**src/rtl/control_pipe_unit_if.sv**
```systemverilog
// Control-unit <-> datapath bundle: ID-stage instruction and EX comparator flags in,
// decoded EX control and pipeline steering out.
interface control_pipe_unit_if #(
  parameter int unsigned INST_WIDTH     = 32,
  parameter int unsigned IMM_SEL_WIDTH  = 3,
  parameter int unsigned ALU_SEL_WIDTH  = 4,
  parameter int unsigned REG_ADDR_WIDTH = 5
);
  logic                      id_valid;
  logic [INST_WIDTH-1:0]     id_inst;
  logic                      br_eq;
  logic                      br_lt;
  logic [IMM_SEL_WIDTH-1:0]  imm_sel;
  logic                      id_stall;
  logic                      if_flush;
  logic                      pc_sel;
  logic                      ex_valid;
  logic                      ex_reg_write_en;
  logic                      ex_mem_write;
  logic                      ex_mem_read;
  logic                      ex_asel;
  logic                      ex_bsel;
  logic                      ex_br_un;
  logic [ALU_SEL_WIDTH-1:0]  ex_alu_sel;
  logic [1:0]                ex_wb_sel;
  logic [2:0]                ex_funct3;
  logic [REG_ADDR_WIDTH-1:0] ex_rd;
  logic                      mul_busy;
  logic                      illegal_inst;

  modport master (
    output id_valid, id_inst, br_eq, br_lt,
    input  imm_sel, id_stall, if_flush, pc_sel, ex_valid, ex_reg_write_en,
           ex_mem_write, ex_mem_read, ex_asel, ex_bsel, ex_br_un, ex_alu_sel,
           ex_wb_sel, ex_funct3, ex_rd, mul_busy, illegal_inst
  );

  modport slave (
    input  id_valid, id_inst, br_eq, br_lt,
    output imm_sel, id_stall, if_flush, pc_sel, ex_valid, ex_reg_write_en,
           ex_mem_write, ex_mem_read, ex_asel, ex_bsel, ex_br_un, ex_alu_sel,
           ex_wb_sel, ex_funct3, ex_rd, mul_busy, illegal_inst
  );
endinterface

```
**src/rtl/control_pipe_unit.sv**
```systemverilog
// Pipelined RV32I(+M) control: ID decode into an ID/EX control register, EX branch
// resolution, load-use interlock and a multi-cycle M-op stall FSM.
module control_pipe_unit #(
  parameter int unsigned INST_WIDTH     = 32,
  parameter int unsigned IMM_SEL_WIDTH  = 3,
  parameter int unsigned ALU_SEL_WIDTH  = 4,
  parameter int unsigned REG_ADDR_WIDTH = 5,
  parameter int unsigned MUL_EN         = 1,
  parameter int unsigned MUL_LATENCY    = 4
) (
  input  logic               clk,
  input  logic               reset,
  control_pipe_unit_if.slave bus
);

  typedef enum logic [6:0] {
    OPC_LOAD   = 7'b0000011,
    OPC_OPIMM  = 7'b0010011,
    OPC_AUIPC  = 7'b0010111,
    OPC_STORE  = 7'b0100011,
    OPC_OP     = 7'b0110011,
    OPC_LUI    = 7'b0110111,
    OPC_BRANCH = 7'b1100011,
    OPC_JALR   = 7'b1100111,
    OPC_JAL    = 7'b1101111
  } opcode_e;

  typedef enum logic [2:0] {
    IMM_R = 3'd0, IMM_I = 3'd1, IMM_S = 3'd2, IMM_B = 3'd3, IMM_U = 3'd4, IMM_J = 3'd5
  } imm_e;

  typedef enum logic [3:0] {
    ALU_ADD = 4'd0, ALU_SUB = 4'd1, ALU_XOR = 4'd2, ALU_OR = 4'd3,
    ALU_AND = 4'd4, ALU_SLL = 4'd5, ALU_SRL = 4'd6, ALU_SRA = 4'd7,
    ALU_SLT = 4'd8, ALU_SLTU = 4'd9, ALU_PASS_B = 4'd10, ALU_MEXT = 4'd11
  } alu_e;

  typedef enum logic [1:0] {WB_MEM = 2'b00, WB_ALU = 2'b01, WB_PC4 = 2'b10} wb_e;

  typedef enum logic {ST_IDLE = 1'b0, ST_BUSY = 1'b1} mstate_e;

  typedef struct packed {
    logic                      valid;
    logic                      reg_write_en;
    logic                      mem_write;
    logic                      mem_read;
    logic                      asel;
    logic                      bsel;
    logic                      br_un;
    logic                      branch;
    logic                      jump;
    logic [ALU_SEL_WIDTH-1:0]  alu_sel;
    logic [1:0]                wb_sel;
    logic [2:0]                funct3;
    logic [REG_ADDR_WIDTH-1:0] rd;
  } ex_ctrl_t;

  // BUSY covers all but the final EX cycle of an M op; that last cycle runs in IDLE
  // without stalling, so the op sits in EX for exactly MUL_LATENCY cycles.
  localparam logic [3:0] CNT_LOAD = 4'(MUL_LATENCY - 2);

  function automatic alu_e alu_decode(input logic [2:0] f3, input logic alt, input logic is_reg);
    case (f3)
      3'b000:  return (is_reg && alt) ? ALU_SUB : ALU_ADD;
      3'b001:  return ALU_SLL;
      3'b010:  return ALU_SLT;
      3'b011:  return ALU_SLTU;
      3'b100:  return ALU_XOR;
      3'b101:  return alt ? ALU_SRA : ALU_SRL;
      3'b110:  return ALU_OR;
      default: return ALU_AND;
    endcase
  endfunction

  logic [INST_WIDTH-1:0]     inst;
  logic [6:0]                opcode;
  logic [2:0]                funct3;
  logic [6:0]                funct7;
  logic [REG_ADDR_WIDTH-1:0] rs1;
  logic [REG_ADDR_WIDTH-1:0] rs2;

  ex_ctrl_t dec;
  imm_e     imm_kind;
  logic     dec_illegal;
  logic     dec_mext;
  logic     use_rs1;
  logic     use_rs2;

  ex_ctrl_t ex_q, ex_d;
  logic     illegal_inst_q, illegal_inst_d;
  mstate_e  state_q, state_d;
  logic [3:0] cnt_q, cnt_d;

  logic busy;
  logic br_cond;
  logic taken;
  logic load_use;

  assign inst   = bus.id_inst;
  assign opcode = inst[6:0];
  assign funct3 = inst[14:12];
  assign funct7 = inst[31:25];
  assign rs1    = REG_ADDR_WIDTH'(inst[19:15]);
  assign rs2    = REG_ADDR_WIDTH'(inst[24:20]);

  always_comb begin
    dec         = '0;
    dec.valid   = 1'b1;
    dec.funct3  = funct3;
    dec.rd      = REG_ADDR_WIDTH'(inst[11:7]);
    dec.alu_sel = ALU_SEL_WIDTH'(ALU_ADD);
    dec.wb_sel  = WB_ALU;
    imm_kind    = IMM_R;
    dec_illegal = 1'b0;
    dec_mext    = 1'b0;
    use_rs1     = 1'b0;
    use_rs2     = 1'b0;
    case (opcode)
      OPC_OP: begin
        use_rs1          = 1'b1;
        use_rs2          = 1'b1;
        dec.reg_write_en = 1'b1;
        if (funct7 == 7'b0000001) begin
          if (MUL_EN != 0) begin
            dec_mext    = 1'b1;
            dec.alu_sel = ALU_SEL_WIDTH'(ALU_MEXT);
          end else begin
            dec_illegal = 1'b1;
          end
        end else begin
          dec.alu_sel = ALU_SEL_WIDTH'(alu_decode(funct3, inst[30], 1'b1));
        end
      end
      OPC_OPIMM: begin
        imm_kind         = IMM_I;
        use_rs1          = 1'b1;
        dec.reg_write_en = 1'b1;
        dec.bsel         = 1'b1;
        dec.alu_sel      = ALU_SEL_WIDTH'(alu_decode(funct3, inst[30], 1'b0));
      end
      OPC_LOAD: begin
        imm_kind         = IMM_I;
        use_rs1          = 1'b1;
        dec.reg_write_en = 1'b1;
        dec.mem_read     = 1'b1;
        dec.bsel         = 1'b1;
        dec.wb_sel       = WB_MEM;
      end
      OPC_STORE: begin
        imm_kind      = IMM_S;
        use_rs1       = 1'b1;
        use_rs2       = 1'b1;
        dec.mem_write = 1'b1;
        dec.bsel      = 1'b1;
      end
      OPC_BRANCH: begin
        imm_kind    = IMM_B;
        use_rs1     = 1'b1;
        use_rs2     = 1'b1;
        dec.branch  = 1'b1;
        dec.asel    = 1'b1;
        dec.bsel    = 1'b1;
        dec.br_un   = funct3[1];
        dec_illegal = (funct3[2:1] == 2'b01);
      end
      OPC_JAL: begin
        imm_kind         = IMM_J;
        dec.jump         = 1'b1;
        dec.reg_write_en = 1'b1;
        dec.asel         = 1'b1;
        dec.bsel         = 1'b1;
        dec.wb_sel       = WB_PC4;
      end
      OPC_JALR: begin
        imm_kind         = IMM_I;
        use_rs1          = 1'b1;
        dec.jump         = 1'b1;
        dec.reg_write_en = 1'b1;
        dec.bsel         = 1'b1;
        dec.wb_sel       = WB_PC4;
      end
      OPC_LUI: begin
        imm_kind         = IMM_U;
        dec.reg_write_en = 1'b1;
        dec.bsel         = 1'b1;
        dec.alu_sel      = ALU_SEL_WIDTH'(ALU_PASS_B);
      end
      OPC_AUIPC: begin
        imm_kind         = IMM_U;
        dec.reg_write_en = 1'b1;
        dec.asel         = 1'b1;
        dec.bsel         = 1'b1;
      end
      default: dec_illegal = 1'b1;
    endcase
    if (dec.rd == '0) dec.reg_write_en = 1'b0;
  end

  assign busy    = (state_q == ST_BUSY);
  assign br_cond = ex_q.funct3[2] ? (bus.br_lt ^ ex_q.funct3[0]) : (bus.br_eq ^ ex_q.funct3[0]);
  assign taken   = ex_q.valid & (ex_q.jump | (ex_q.branch & br_cond));

  assign load_use = bus.id_valid & ex_q.valid & ex_q.mem_read & (ex_q.rd != '0) &
                    ((use_rs1 & (rs1 == ex_q.rd)) | (use_rs2 & (rs2 == ex_q.rd)));

  always_comb begin
    ex_d           = ex_q;
    illegal_inst_d = 1'b0;
    state_d        = state_q;
    cnt_d          = cnt_q;
    if (busy) begin
      if (cnt_q == '0) begin
        state_d = ST_IDLE;
      end else begin
        cnt_d = cnt_q - 4'd1;
      end
    end else if (taken || load_use || !bus.id_valid || dec_illegal) begin
      ex_d           = '0;
      illegal_inst_d = bus.id_valid & dec_illegal & ~taken & ~load_use;
    end else begin
      ex_d = dec;
      if (dec_mext) begin
        state_d = ST_BUSY;
        cnt_d   = CNT_LOAD;
      end
    end
  end

  always_ff @(posedge clk or posedge reset) begin
    if (reset) begin
      ex_q           <= '0;
      illegal_inst_q <= 1'b0;
      state_q        <= ST_IDLE;
      cnt_q          <= '0;
    end else begin
      ex_q           <= ex_d;
      illegal_inst_q <= illegal_inst_d;
      state_q        <= state_d;
      cnt_q          <= cnt_d;
    end
  end

  assign bus.imm_sel         = IMM_SEL_WIDTH'(imm_kind);
  assign bus.id_stall        = busy | (load_use & ~taken);
  assign bus.if_flush        = taken;
  assign bus.pc_sel          = taken;
  assign bus.ex_valid        = ex_q.valid;
  assign bus.ex_reg_write_en = ex_q.reg_write_en;
  assign bus.ex_mem_write    = ex_q.mem_write;
  assign bus.ex_mem_read     = ex_q.mem_read;
  assign bus.ex_asel         = ex_q.asel;
  assign bus.ex_bsel         = ex_q.bsel;
  assign bus.ex_br_un        = ex_q.br_un;
  assign bus.ex_alu_sel      = ex_q.alu_sel;
  assign bus.ex_wb_sel       = ex_q.wb_sel;
  assign bus.ex_funct3       = ex_q.funct3;
  assign bus.ex_rd           = ex_q.rd;
  assign bus.mul_busy        = busy;
  assign bus.illegal_inst    = illegal_inst_q;

endmodule

```
**src/flat_wrapper.sv**
```systemverilog
// flat-port wrapper written by rule: the top's interface ports become plain ports
module control_pipe_unit_flat 
#(
  parameter int unsigned INST_WIDTH     = 32,
  parameter int unsigned IMM_SEL_WIDTH  = 3,
  parameter int unsigned ALU_SEL_WIDTH  = 4,
  parameter int unsigned REG_ADDR_WIDTH = 5,
  parameter int unsigned MUL_EN         = 1,
  parameter int unsigned MUL_LATENCY    = 4
)
  (clk, reset, bus_id_valid, bus_id_inst, bus_br_eq, bus_br_lt, bus_imm_sel, bus_id_stall, bus_if_flush, bus_pc_sel, bus_ex_valid, bus_ex_reg_write_en, bus_ex_mem_write, bus_ex_mem_read, bus_ex_asel, bus_ex_bsel, bus_ex_br_un, bus_ex_alu_sel, bus_ex_wb_sel, bus_ex_funct3, bus_ex_rd, bus_mul_busy, bus_illegal_inst);
  control_pipe_unit_if #(.INST_WIDTH(INST_WIDTH), .IMM_SEL_WIDTH(IMM_SEL_WIDTH), .ALU_SEL_WIDTH(ALU_SEL_WIDTH), .REG_ADDR_WIDTH(REG_ADDR_WIDTH)) bus_i ();
  input  logic clk;
  input  logic reset;
  input wire logic [$bits(bus_i.id_valid)-1:0] bus_id_valid;
  input wire logic [$bits(bus_i.id_inst)-1:0] bus_id_inst;
  input wire logic [$bits(bus_i.br_eq)-1:0] bus_br_eq;
  input wire logic [$bits(bus_i.br_lt)-1:0] bus_br_lt;
  output wire logic [$bits(bus_i.imm_sel)-1:0] bus_imm_sel;
  output wire logic [$bits(bus_i.id_stall)-1:0] bus_id_stall;
  output wire logic [$bits(bus_i.if_flush)-1:0] bus_if_flush;
  output wire logic [$bits(bus_i.pc_sel)-1:0] bus_pc_sel;
  output wire logic [$bits(bus_i.ex_valid)-1:0] bus_ex_valid;
  output wire logic [$bits(bus_i.ex_reg_write_en)-1:0] bus_ex_reg_write_en;
  output wire logic [$bits(bus_i.ex_mem_write)-1:0] bus_ex_mem_write;
  output wire logic [$bits(bus_i.ex_mem_read)-1:0] bus_ex_mem_read;
  output wire logic [$bits(bus_i.ex_asel)-1:0] bus_ex_asel;
  output wire logic [$bits(bus_i.ex_bsel)-1:0] bus_ex_bsel;
  output wire logic [$bits(bus_i.ex_br_un)-1:0] bus_ex_br_un;
  output wire logic [$bits(bus_i.ex_alu_sel)-1:0] bus_ex_alu_sel;
  output wire logic [$bits(bus_i.ex_wb_sel)-1:0] bus_ex_wb_sel;
  output wire logic [$bits(bus_i.ex_funct3)-1:0] bus_ex_funct3;
  output wire logic [$bits(bus_i.ex_rd)-1:0] bus_ex_rd;
  output wire logic [$bits(bus_i.mul_busy)-1:0] bus_mul_busy;
  output wire logic [$bits(bus_i.illegal_inst)-1:0] bus_illegal_inst;
  assign bus_i.id_valid = bus_id_valid;
  assign bus_i.id_inst = bus_id_inst;
  assign bus_i.br_eq = bus_br_eq;
  assign bus_i.br_lt = bus_br_lt;
  assign bus_imm_sel = bus_i.imm_sel;
  assign bus_id_stall = bus_i.id_stall;
  assign bus_if_flush = bus_i.if_flush;
  assign bus_pc_sel = bus_i.pc_sel;
  assign bus_ex_valid = bus_i.ex_valid;
  assign bus_ex_reg_write_en = bus_i.ex_reg_write_en;
  assign bus_ex_mem_write = bus_i.ex_mem_write;
  assign bus_ex_mem_read = bus_i.ex_mem_read;
  assign bus_ex_asel = bus_i.ex_asel;
  assign bus_ex_bsel = bus_i.ex_bsel;
  assign bus_ex_br_un = bus_i.ex_br_un;
  assign bus_ex_alu_sel = bus_i.ex_alu_sel;
  assign bus_ex_wb_sel = bus_i.ex_wb_sel;
  assign bus_ex_funct3 = bus_i.ex_funct3;
  assign bus_ex_rd = bus_i.ex_rd;
  assign bus_mul_busy = bus_i.mul_busy;
  assign bus_illegal_inst = bus_i.illegal_inst;
  control_pipe_unit #(.INST_WIDTH(INST_WIDTH), .IMM_SEL_WIDTH(IMM_SEL_WIDTH), .ALU_SEL_WIDTH(ALU_SEL_WIDTH), .REG_ADDR_WIDTH(REG_ADDR_WIDTH), .MUL_EN(MUL_EN), .MUL_LATENCY(MUL_LATENCY)) u_core (.clk(clk), .reset(reset), .bus(bus_i));
endmodule
```
**config.mk**
```make
export PLATFORM = sky130hd
export DESIGN_NAME = control_pipe_unit_flat
export DESIGN_NICKNAME = d
export VERILOG_FILES = /design/src/rtl/control_pipe_unit_if.sv /design/src/rtl/control_pipe_unit.sv /design/src/flat_wrapper.sv
export SDC_FILE = /design/constraint.sdc
export NUM_CORES = 1
export LEC_CHECK = 0
export ABC_AREA = 1
export BUFFER_PORTS_ARGS = -buffer_cell sky130_fd_sc_hd__buf_2
export CORE_MARGIN = 2
export CORE_UTILIZATION = 51
export DETAILED_ROUTE_END_ITERATION = 6
export GPL_TIMING_DRIVEN = 0
export PLACE_DENSITY = 0.8
export SLEW_MARGIN = 20
export SYNTH_ARGS = -nofsm -noshare
export SYNTH_HDL_FRONTEND = slang
export SYNTH_SLANG_ARGS = --single-unit
```
**constraint.sdc**
```tcl
create_clock -name clk -period 2.18 [get_ports clk]
set_input_delay 0.654 -clock clk [delete_from_list [all_inputs] [get_ports clk]]
set_output_delay 0.654 -clock clk [all_outputs]
set_load 0.02 [all_outputs]
```
* Yosys cells after proc, flatten, opt, wreduce, memory -nomap -nowiden *
Index checks and enable logic that the tools add are counted.

word-level totals
  register bits = 29
  bits of input ports = 37
  output and inout bits = 29

operators by class
  $add $sub $neg = 1
  equal/unequal tests = 21
  mux-type cells = 33
  bitwise gates (word level) = 19
  reduce and logical (&&, ||, !) cells = 19

operator list
  operator              number
  $pmux W4 S7           2
  $mux W23              1
  $eq A7 B6 Y1 const B  3
  $eq A7 B7 Y1 const B  3
  $mux W1               20
  $mux W4               5
  $reduce_or A8 Y1      2
  $pmux W3 S5           1
  $eq A7 B5 Y1 const B  2
  $and A1 B1 Y1         12
  $pmux W4 S3           1
  $eq A5 B5 Y1          2
  $eq A3 B3 Y1 const B  3
  $reduce_or A3 Y1      3
  $eq A7 B1 Y1 const B  1
  $eq A7 B2 Y1 const B  1
  $reduce_or A7 Y1      1
  $eq A3 B2 Y1 const B  2
  $reduce_or A6 Y1      1
  $logic_not A5 Y1      1
  $reduce_bool A5 Y1    1
  $logic_not A4 Y1      1
  $pmux W2 S2           1
  $reduce_or A2 Y1      2
  15 further kinds      21

* Logic depth before layout (Yosys ltp) *
Gate-level depths: netlist of the first run.

  depth in word-level cells = 11
  mapped depth = 14
  depth with buffers taken out = 12

* Worst setup path before layout of the first run *
No wires, ideal clock.

  kind = in2out
  start = in bus_id_inst[5]
  end = out bus_id_stall
  arrival = 1.815 ns
  setup slack = -0.289 ns
  stages = 10
  buffers on the path = 1
  path through = buf_6 > nor2_1 > nand2_1 > inv_2 > nand2_2 > nand3_2 > nor2_2 > nor2_2 > nand2_4 > o21ai_0

between the ends
  cells in the longest elaborated chain, start to end = 8
  elaborated cells between the ends (all ways) = 16
  classes of those cells = eq/ne (6); mux (2); bitwise (6); reduce/logical (2)

ends and longest elaborated chain
  element                                                                line                      text
  start, declared                                                        flat_wrapper.sv:16        input wire logic [$bits(bus_i.id_inst)-1:0] bus_id_inst;
  $eq A7 B6 Y1 (tied with other cells)                                   --
  $reduce_or A6 Y1 (no line) / $reduce_or A3 Y1 (equally long branches)  --
  $mux W1                                                                control_pipe_unit.sv:118  case (opcode)
  $and A1 B1 Y1                                                          control_pipe_unit.sv:204  ((use_rs1 & (rs1 == ex_q.rd)) | (use_rs2 & (rs2 == ex_q.rd)));
  $or A1 B1 Y1 *                                                         control_pipe_unit.sv:204
  $and A1 B1 Y1 *                                                        control_pipe_unit.sv:203  assign load_use = bus.id_valid & ex_q.valid & ex_q.mem_read & (ex_q.rd != '0) &
  $and A1 B1 Y1 *                                                        control_pipe_unit.sv:244  assign bus.id_stall = busy | (load_use & ~taken);
  $or A1 B1 Y1 *                                                         control_pipe_unit.sv:244
  end, declared                                                          flat_wrapper.sv:20        output wire logic [$bits(bus_i.id_stall)-1:0] bus_id_stall;

Every way passes the cells marked *; elsewhere a longest branch is shown, timed or not.

* Worst setup path after layout of the first run *
  start = in bus_id_inst[1]
  end = out bus_imm_sel[1]

between the ends
  cells in the longest elaborated chain, start to end = 3
  elaborated cells between the ends (all ways) = 11
  classes of those cells = eq/ne (8); mux (1); reduce/logical (2)

ends and longest elaborated chain
  element                                                                line                      text
  $eq A7 B5 Y1 (tied with other cells)                                   control_pipe_unit.sv:118
  $reduce_or A3 Y1 (no line) / $reduce_or A2 Y1 (equally long branches)  --
  $pmux W3 S5 *                                                          control_pipe_unit.sv:118
  end, declared                                                          flat_wrapper.sv:19        output wire logic [$bits(bus_i.imm_sel)-1:0] bus_imm_sel;

Marked as above.

==> results_dict.tcl, run 1 <==
set metrics [dict create \
    status "finished, violations left" \
    violations "setup timing" \
    p_leak_nw 1.73 \
    cp-start-kind "input port" \
    critPathRequiredTime_ns 1.53 \
    pwr_density_cell_mw_per_mm2 403 \
    dpl.hpwl_um 3800 \
    synth_top_area_share_pct 35.5 \
    htreeDepth 2 \
    skew_ns 0.00864 \
    synthTopCellsByCount "nand2_1, dfrtp_1, nand3_1" \
    yosysTopAreaCell "dfrtp_1" \
    placementRows 23 \
    io_pins 66 \
    synth_seq_area_share_pct 35.5 \
    endpoint_kind "output port" \
    clkSlewWorstSetupHoldPaths_ns 0.08 \
    grt_max_degree 30 \
    clock-sinks 29 \
    ys_ff_latch 29 \
    placed_area_mm2 0.00243 \
    drt_drc_violations_left 0 \
    fin_crit_ns 2.34 \
    start_util_pct 52.2 \
    slew_headroom_pct 57.0 \
    final.setup.worst_slack_ns -0.159 \
    final_layout_size_suffix_gt1_share_pct 48.9 \
    cap_violations 0 \
    ff2ff_path_depth 13 \
    ir_drop_v 0.000213 \
    via_per_inst 5.24 \
    holdCritPathClass "input port to async pin" \
    insertion_delay_ns 0.29 \
    yosysUniqueCellTypes 33 \
    area_delta_synth_final_pct 48.6 \
    place_inst 387 \
    worst_pin_slew_ns 0.643 \
    ys_warn_count 0 \
    drtIter0Drc 169 \
    core_area_mm2 0.00391 \
    clockBufferDepth 2 \
    avgSynthCellArea_um2 7.49 \
    synth.area.top_cells "dfrtp_1, nand2_1, nand3_1, nand3_2, buf_4" \
    die_area_mm2 0.00453 \
    drt_wl_total_um 6180 \
    async_reset_ff_share_pct 100 \
    synthFlopType "dfrtp_1" \
    crit_arrival_ns 1.68 \
    finalSetupViolations 4 \
    grt_overflow 0 \
    synth_nets 311 \
    fmax_mhz 428 \
    drtAntennaViolNets 0 \
    netlist_area_mm2 0.00204 \
    routedWlPerCell_um 14.6 \
    cts_hold_buffers 0 \
    grt_pass1_vias 2109 \
    die_x_um 67.3 \
    design_area_mm2 0.00304 \
    rsz0062_at_grt "true" \
    die_h_um 67.3 \
    layout.nets 411 \
    antenna_found_initial 0 \
    crit_type "input port to output port" \
    fin_crit_sh_pct 107 \
    dr.pass1.iters 5 \
    synth_edf_count 0 \
    cts_tree "built" \
    finalHoldViolations 0 \
    slew_violations 0 \
    cts_buffers 5 \
    vias 2220 \
    post-synth-top-count-cell "nand2_1" \
    n_antenna_cell 0 \
    place_congestion 0.902 \
    grt_usage_pct 26.9 \
    port-buffer-count 64 \
    grt_pass1_wl_um 9110 \
    crit_fanout 4 \
    layoutNonFillerInstCount 424 \
    netlist_instances 273 \
    clock_tree.root_cell "clkbuf_8" \
]
==> state kept, by name (all words and copies together) (netlist names) <==
signal,count
u_core.bus.ex_reg_write_en,1
u_core.bus.ex_mem_read,1
u_core.bus.ex_funct3,3
u_core.bus.ex_bsel,1
u_core.ex_q,2
u_core.bus.illegal_inst,1
u_core.bus.ex_valid,1
u_core.bus.ex_wb_sel,2
u_core.bus.ex_alu_sel,4
u_core.bus.ex_mem_write,1
u_core.bus.ex_br_un,1
u_core.bus.ex_rd,5
u_core.cnt_q,4
u_core.bus.ex_asel,1
u_core.bus.mul_busy,1
==> power breakdown <==
part / switching (mW) / internal, mW / leakage [nW]
clock: 0.231 / 0.220 / 0.0439
combinational: 0.123 / 0.105 / 1.28
sequential: 0.00419 / 0.542 / 0.402
total: 0.359 / 0.867 / 1.73
==> worst max-delay path: stages <==
cell and delay (ns):
buf_4 0.10, nand2_4 0.07, nor2_4 0.18, buf_4 0.13, buf_4 0.09, nand3_1 0.18
inv_1 0.11, buf_2 0.16
==> cell families after synthesis <==
family | after synthesis | synth area share [%]
AOI/OAI and AO/OA | 12 | 4.04
xor gates and xnor gates | 11 | 4.71
adders and majority gates | 1 | 0.612
buffers and inverters | 48 | 13.5
DFF | 29 | 35.5
and+or+nand+nor | 172 | 41.7
==> worst paths after layout <==
kind / startpoint / end / slack, ns
worst max-delay path: bus_id_inst[1] / bus_imm_sel[1] / -0.16
worst min-delay path: reset / u_core.ex_q[14] / 0.45
worst max register to register: u_core.bus.ex_rd[0] / u_core.bus.ex_alu_sel[3] / 0.33
worst min register to register: u_core.bus.ex_wb_sel[0] / u_core.bus.ex_wb_sel[0] / 0.48
max in group asynchronous: reset / u_core.bus.ex_alu_sel[2] / 1.31
min in group clk: u_core.bus.ex_wb_sel[0] / u_core.bus.ex_wb_sel[0] / 0.48
==> layout make-up <==
class                           instances  area, um2
Fill cell                             266        876
Clock buffer                            5       68.8
Tap cell                               50       62.6
Multi-Input combinational cell        196       1190
Timing Repair Buffer                   93        658
Buffer                                 22        193
Inverter                               26        123
Clock inverter                          3       17.5
Sequential cell                        29        726
==> per-layer routing <==
metal  vias to the layer above  global-route usage [%]  part of all wire, %  wire length, um
li1                       1055                       -                    -                -
met1                      1043                    31.9                   39             2420
met2                       102                    46.9                   51             3130
met3                        20                    4.33                  7.0              432
met4                         0                    13.8                  3.2              199
met5                         -                       0                    0                0
==> stage by stage <==
stage | hold slack, ns | setup WS, ns | util [%] | power, mW | setup TNS, ns
after floorplan | 0.447 | -0.0316 | - | 0.651 | -0.0316
after global placement | 0.464 | -0.250 | 62.2 | 0.713 | -0.377
after detailed placement | 0.461 | -0.282 | 62.2 | 0.716 | -0.392
after CTS | 0.485 | -0.189 | 71.8 | 1.18 | -0.688
after global routing | 0.501 | -0.228 | 77.6 | 1.26 | -0.681
final | 0.449 | -0.159 | 77.6 | 1.23 | -0.400
==> placed cells by master (no fill, tap or decap), types with 7 or more instances in the layout <==
| cell | instances |
|---|---|
| nand3_2 | 17 |
| nand2_2 | 10 |
| buf_2 | 55 |
| inv_1 | 16 |
| dfrtp_1 | 29 |
| nand3_1 | 24 |
| nor2_4 | 7 |
| buf_6 | 7 |
| nor2_1 | 19 |
| buf_4 | 40 |
| nand2_1 | 71 |
| xor2_1 | 8 |
==> timing repair <==
item                                    in CTS  in global routing
endpoints found under the setup margin       4                 29
resized for setup                           34                 32
pin swaps                                   18                 22
setup buffers                               22                  7
endpoints found under the hold margin        0                  0
gates cloned                                 0                  3
No activity file was read; power rests on OpenSTA's default activity.
==> inputs of run 2 (changes only) <==
--- a/config.mk
+++ b/config.mk
@@ -6,12 +6,13 @@
 export NUM_CORES = 1
 export LEC_CHECK = 0
 export ABC_AREA = 1
-export BUFFER_PORTS_ARGS = -buffer_cell sky130_fd_sc_hd__buf_2
 export CORE_MARGIN = 2
-export CORE_UTILIZATION = 51
+export CORE_UTILIZATION = 63
 export DETAILED_ROUTE_END_ITERATION = 6
+export DONT_BUFFER_PORTS = 1
 export GPL_TIMING_DRIVEN = 0
-export PLACE_DENSITY = 0.8
+export HOLD_SLACK_MARGIN = 0.1
+export PLACE_DENSITY = 0.79
 export SLEW_MARGIN = 20
 export SYNTH_ARGS = -nofsm -noshare
 export SYNTH_HDL_FRONTEND = slang
==> run 2 against run 1 <==
Net effect: the flow still finishes with violations (setup timing); worst setup slack better by 0.11 ns; global-route usage grew 0.47 points; clock power rose by 2%; non-clock buffer count is 79 lower; clock skew down 0.0036 ns; sequential share of layout area grew 6.0 points; sequential cell count is the same; total power down 6.0%; combinational power is 38% lower; critical endpoint is now bus_id_stall.
==> results_dict.tcl, run 2 (synthesized netlist as in run 1, its figures left out) <==
set metrics [dict create \
    final_layout_size_suffix_gt1_share_pct 33.9 \
    crit_type "input port to output port" \
    worstSetupPathDepth 7 \
    core_area_mm2 0.00308 \
    clkSlewWorstSetupHoldPaths_ns 0.09 \
    crit_fanout 8 \
    slew_violations 0 \
    cts_buffers 5 \
    seqPwrFrac_pct 47.7 \
    rsz0062_at_grt "true" \
    nFillCells 228 \
    n_antenna_cell 0 \
    final.setup.worst_slack_ns -0.0525 \
    grt_max_degree 30 \
    clockBufferDepth 2 \
    endpoint_kind "output port" \
    endpoint "bus_id_stall" \
    port-buffer-count 0 \
    fmax_mhz 448 \
    critPathRequiredTime_ns 1.53 \
    drtIter0Drc 105 \
    drt_wl_total_um 5230 \
    register_area_um2 731 \
    fin_crit_ns 2.23 \
    p_sw_mw 0.278 \
    layout.nets 332 \
    grt_overflow 0 \
    dpl.hpwl_um 3400 \
    crit_path_frequent_cell "nand3_1" \
    die_area_mm2 0.00372 \
    dr.pass1.iters 4 \
    worstReg2RegStart "u_core.bus.mul_busy" \
    reg2reg_to "u_core.bus.ex_rd[0]" \
    ir_drop_v 0.000306 \
    area_delta_synth_final_pct 19.7 \
    busiest_layer "met2" \
    drtAntennaViolNets 0 \
    largest_reg_flops 5 \
    critPathLaunch "bus_id_inst[5]" \
    pwr_density_cell_mw_per_mm2 471 \
    placementRows 20 \
    rrSetupSlack_ns 0.34 \
    worst_pin_slew_ns 0.590 \
    grt_usage_pct 27.4 \
    gr-usage-met1_pct 33.9 \
    intPower_mw 0.874 \
    placed_area_mm2 0.00211 \
    crit_slowest_cell "a21oi_4" \
    grt_pass1_vias 1715 \
    finalSetupViolations 1 \
    clkPwrFrac_pct 40.1 \
    status "finished, violations left" \
    die_x_um 61.0 \
    insertion_delay_ns 0.33 \
    die_h_um 61.0 \
    grt_pass1_wl_um 7460 \
    cts_hold_buffers 0 \
    post-route-util_pct 79.5 \
    finalHoldViolations 0 \
    htreeDepth 2 \
    design_area_mm2 0.00245 \
    combPwrFrac_pct 12.3 \
    clock-sinks 29 \
    crit_family "simple AND/OR/NAND/NOR gates" \
    multiInputGateArea_mm2 0.00113 \
    final_cell_mix "nand2_1, nand3_1, buf_4, dfrtp_1, nor2_1" \
    crit_arrival_ns 1.58 \
    critical_path.max_stage_delay_ns 0.20 \
    p_leak_nw 1.30 \
    place_congestion 0.883 \
    via_per_inst 5.60 \
    cap_violations 0 \
    violations "setup timing" \
    swShare_pct 24.2 \
    vias 1897 \
    crit_buf_inv 1 \
    use_met2_pct 44.2 \
    skew_ns 0.00504 \
    use_met3_pct 9.17 \
    holdCritPathClass "input port to async pin" \
    cts_tree "built" \
    io_pins 66 \
    clock_tree.root_cell "clkbuf_4" \
    place_inst 317 \
    slew_headroom_pct 60.6 \
    antenna_found_initial 0 \
    final_common_cell "nand2_1" \
    power_mw 1.15 \
    cp-start-kind "input port" \
    ff2ff_path_depth 9 \
    routedWlPerCell_um 15.4 \
    start_util_pct 66.4 \
    drt_drc_violations_left 0 \
    fin_crit_sh_pct 102 \
    layoutNonFillerInstCount 339 \
    path_cells "buf_12, nand3_1, a21oi_4, nand3_1, nand2_2, nand2_4, o21ai_4" \
]
-- run 2: per-layer routing --
layer,vias up,routed length (um)
li1,901,-
met2,92,2670
met5,-,0
met4,0,164
met3,22,392
met1,882,2010
-- run 2: layout make-up --
type,count,share of cell area (%)
well taps,44,2.25
repair buffers,14,5.73
plain buffers,22,7.87
flip-flops and latches,29,29.9
inverters,26,4.50
clock inverters,1,1.23
multi-input cells,196,46.3
clock buffers,7,2.25
-- run 2: how the worst min path moves through the flow --
stage	start	end	cells after the start
6_report	reset	u_core.bus.ex_br_un	1
5_1_grt	reset	u_core.bus.ex_alu_sel[0]	1
4_1_cts	bus_id_inst[13]	u_core.bus.ex_funct3[1]	2
3_5_place_dp	u_core.bus.ex_alu_sel[2]	u_core.bus.ex_alu_sel[2]	2
3_3_place_gp	u_core.bus.ex_alu_sel[1]	u_core.bus.ex_alu_sel[1]	2
2_1_floorplan	u_core.bus.ex_wb_sel[1]	u_core.bus.ex_wb_sel[1]	2
-- run 2: power by group through the flow --
stage	Clock [mW]	Sequential (mW)	Combinational, mW
2_1_floorplan	0	0.558	0.0930
3_5_place_dp	0	0.559	0.109
4_1_cts	0.467	0.549	0.122
3_3_place_gp	0	0.559	0.107
5_1_grt	0.492	0.550	0.155
6_report	0.462	0.549	0.141
-- run 2: worst reg2reg max path: stages (launching register included) --
cell      delay, ns
dfrtp_1        0.46
clkbuf_1       0.20
inv_1          0.23
nand2_1        0.11
a21oi_2        0.24
nand2_4        0.11
inv_6          0.11
buf_8          0.16
nand3_2        0.07
nand2_1        0.08
-- run 2: what timing repair did --
item,4_1_cts,5_1_grt
gates cloned,0,2
setup buffers,10,2
setup endpoints to repair,2,24
resized for setup,14,16
pin swaps,9,9
-- run 2: metrics by stage --
step | worst slack (ns) | TNS [ns] | hold slack (ns)
final | -0.0525 | -0.0525 | 0.266
after global routing | -0.126 | -0.299 | 0.304
after CTS | -0.0531 | -0.0531 | 0.435
after detailed placement | -0.136 | -0.136 | 0.469
after global placement | -0.120 | -0.120 | 0.469
after floorplan | -0.0316 | -0.0316 | 0.447
==> inputs of run 3 (changes only) <==
--- a/config.mk
+++ b/config.mk
@@ -5,7 +5,7 @@
 export SDC_FILE = /design/constraint.sdc
 export NUM_CORES = 1
 export LEC_CHECK = 0
-export ABC_AREA = 1
+export ABC_AREA = 0
 export CORE_MARGIN = 2
 export CORE_UTILIZATION = 63
 export DETAILED_ROUTE_END_ITERATION = 6
==> run 3 against run 2 <==
Net effect: the flow still finishes with violations (setup timing); utilization grew 0.65 points; clock skew grew 0.0029 ns; maximum frequency shrank 9.6%; synthesized cell count shrank 27%; worst setup slack lost 0.24 ns; via count shrank 15%; critical path depth shrank 1; clock power grew 1%; hold slack lost 0.0049 ns; highest routed layer unchanged.
==> results_dict.tcl, run 3 <==
set metrics [dict create \
    insertion_delay_ns 0.33 \
    via_per_inst 6.31 \
    largest_reg_flops 5 \
    ff2ff_path_depth 6 \
    endpoint "bus_id_stall" \
    ys_warn_count 0 \
    clock-sinks 29 \
    drtAntennaViolNets 0 \
    synth_nets 238 \
    avgSynthCellArea_um2 9.37 \
    netlist_instances 200 \
    endpoint_kind "output port" \
    critical_path.max_stage_delay_ns 0.40 \
    intPower_mw 0.874 \
    place_inst 231 \
    swShare_pct 23.9 \
    path_cells "buf_12, nand4bb_4, or3_4, o22ai_4, nand2_2, o21bai_4" \
    cts_tree "built" \
    netlist_area_mm2 0.00187 \
    layoutNonFillerInstCount 255 \
    ys_ff_latch 29 \
    slew_headroom_pct 59.1 \
    placementRows 19 \
    clock_tree.root_cell "clkbuf_4" \
    drt_drc_violations_left 0 \
    start_util_pct 67.3 \
    grt_overflow 0 \
    die_h_um 58.5 \
    cts_buffers 5 \
    fmax_mhz 405 \
    p_sw_mw 0.274 \
    worstReg2RegStart "u_core.bus.ex_rd[1]" \
    dr.pass1.iters 7 \
    crit_arrival_ns 1.81 \
    fin_crit_ns 2.47 \
    cap_violations 0 \
    final_layout_size_suffix_gt1_share_pct 32.1 \
    finalSetupViolations 4 \
    crit_fanout 2 \
    rsz0062_at_grt "true" \
    post-route-util_pct 80.2 \
    fin_crit_sh_pct 113 \
    combPwrFrac_pct 11.4 \
    worst_pin_slew_ns 0.613 \
    layout.nets 261 \
    clkPwrFrac_pct 40.7 \
    antenna_found_initial 0 \
    final_common_cell "buf_4" \
    async_reset_ff_share_pct 100 \
    ir_drop_v 0.000598 \
    final.setup.worst_slack_ns -0.289 \
    clockBufferDepth 2 \
    holdCritPathClass "input port to async pin" \
    grt_usage_pct 27.0 \
    crit_buf_inv 1 \
    cp-start-kind "input port" \
    worstSetupPathDepth 6 \
    synth_top_area_share_pct 38.7 \
    n_antenna_cell 0 \
    clkSlewWorstSetupHoldPaths_ns 0.10 \
    synthFlopType "dfrtp_1" \
    core_area_mm2 0.00278 \
    synth.area.top_cells "dfrtp_1, buf_4, nand2_1, a22o_1, o21ai_0" \
    rrSetupSlack_ns -0.07 \
    drtIter0Drc 72 \
    port-buffer-count 0 \
    status "finished, violations left" \
    crit_type "input port to output port" \
    vias 1610 \
    p_leak_nw 0.996 \
    seqPwrFrac_pct 47.9 \
    drt_wl_total_um 4530 \
    final_cell_mix "buf_4, nand2_1, dfrtp_1, o21ai_0, a22o_1" \
    cts_hold_buffers 0 \
    post-synth-top-count-cell "nand2_1" \
    synth_edf_count 0 \
    skew_ns 0.00793 \
    critPathRequiredTime_ns 1.53 \
    die_area_mm2 0.00343 \
    finalHoldViolations 0 \
    place_congestion 0.893 \
    yosysTopAreaCell "dfrtp_1" \
    grt_pass1_vias 1473 \
    pwr_density_cell_mw_per_mm2 515 \
    grt_max_degree 30 \
    crit_slowest_cell "or3_4" \
    htreeDepth 2 \
    io_pins 66 \
    synth_seq_area_share_pct 38.7 \
    reg2reg_to "u_core.cnt_q[0]" \
    routedWlPerCell_um 17.8 \
    area_delta_synth_final_pct 19.0 \
    yosysUniqueCellTypes 52 \
    grt_pass1_wl_um 6870 \
    dpl.hpwl_um 3130 \
    violations "setup timing" \
    die_x_um 58.5 \
    slew_violations 0 \
    critPathLaunch "bus_id_inst[3]" \
    crit_family "simple AND/OR/NAND/NOR gates" \
    synthTopCellsByCount "nand2_1, dfrtp_1, o21ai_0" \
]
## run 3: how the worst min path moves through the flow
| stage | start | to | slack, ns |
|---|---|---|---|
| 2_1_floorplan | u_core.bus.ex_wb_sel[1] | u_core.bus.ex_wb_sel[1] | 0.45 |
| 3_3_place_gp | u_core.bus.ex_wb_sel[0] | u_core.bus.ex_wb_sel[0] | 0.47 |
| 3_5_place_dp | u_core.bus.ex_wb_sel[0] | u_core.bus.ex_wb_sel[0] | 0.48 |
| 4_1_cts | bus_id_inst[7] | u_core.bus.ex_rd[0] | 0.44 |
| 5_1_grt | reset | u_core.bus.ex_funct3[1] | 0.31 |
| 6_report | reset | u_core.bus.ex_funct3[2] | 0.26 |
## run 3: layer usage
layer / GRT usage, % / wire [um] / vias up
li1: - / - / 741
met1: 34.8 / 1720 / 775
met2: 43.8 / 2300 / 85
met3: 6.37 / 432 / 9
met4: 11.3 / 73 / 0
met5: 0 / 0 / -
## run 3: power by group through the flow
stage	sequential, mW	combinational, mW	clock [mW]
2_1_floorplan	0.560	0.0923	0
3_3_place_gp	0.561	0.106	0
3_5_place_dp	0.561	0.109	0
4_1_cts	0.550	0.117	0.466
5_1_grt	0.551	0.144	0.483
6_report	0.550	0.131	0.468
## run 3: per-stage QoR
step	setup slack, ns	setup TNS (ns)	power (mW)	cell area, um2	hold slack, ns
after floorplan	-0.308	-1.76	0.652	1920	0.451
after global placement	-0.411	-4.39	0.667	1950	0.467
after detailed placement	-0.450	-5.09	0.671	1950	0.478
after CTS	-0.307	-0.433	1.13	2120	0.439
after global routing	-0.314	-1.90	1.18	2230	0.313
final	-0.289	-0.542	1.15	2230	0.261
## run 3: cell type report
class / instances / area [um2]
clock buffer: 7 / 55.1
inverter: 4 / 15.0
tap: 31 / 38.8
sequential: 29 / 728
fill: 179 / 552
timing repair buffer: 16 / 120
multi-input combinational: 143 / 1050
buffer: 24 / 193
clock inverter: 1 / 30.0
## run 3: kinds of logic after synthesis
kind of cell / share of synthesized area [%]
compound gates: 21.7
xor+xnor: 5.14
fa+ha+maj: 0.668
buf+inv: 9.49
flops: 38.7
mux: 1.34
simple gates: 22.9
## run 3: repair_timing
item                                    in CTS  in global routing
hold endpoints to repair                     0                  0
gates resized for setup                      9                 14
pin swaps                                    8                  9
endpoints found under the setup margin       7                 23
setup buffers                                7                  9
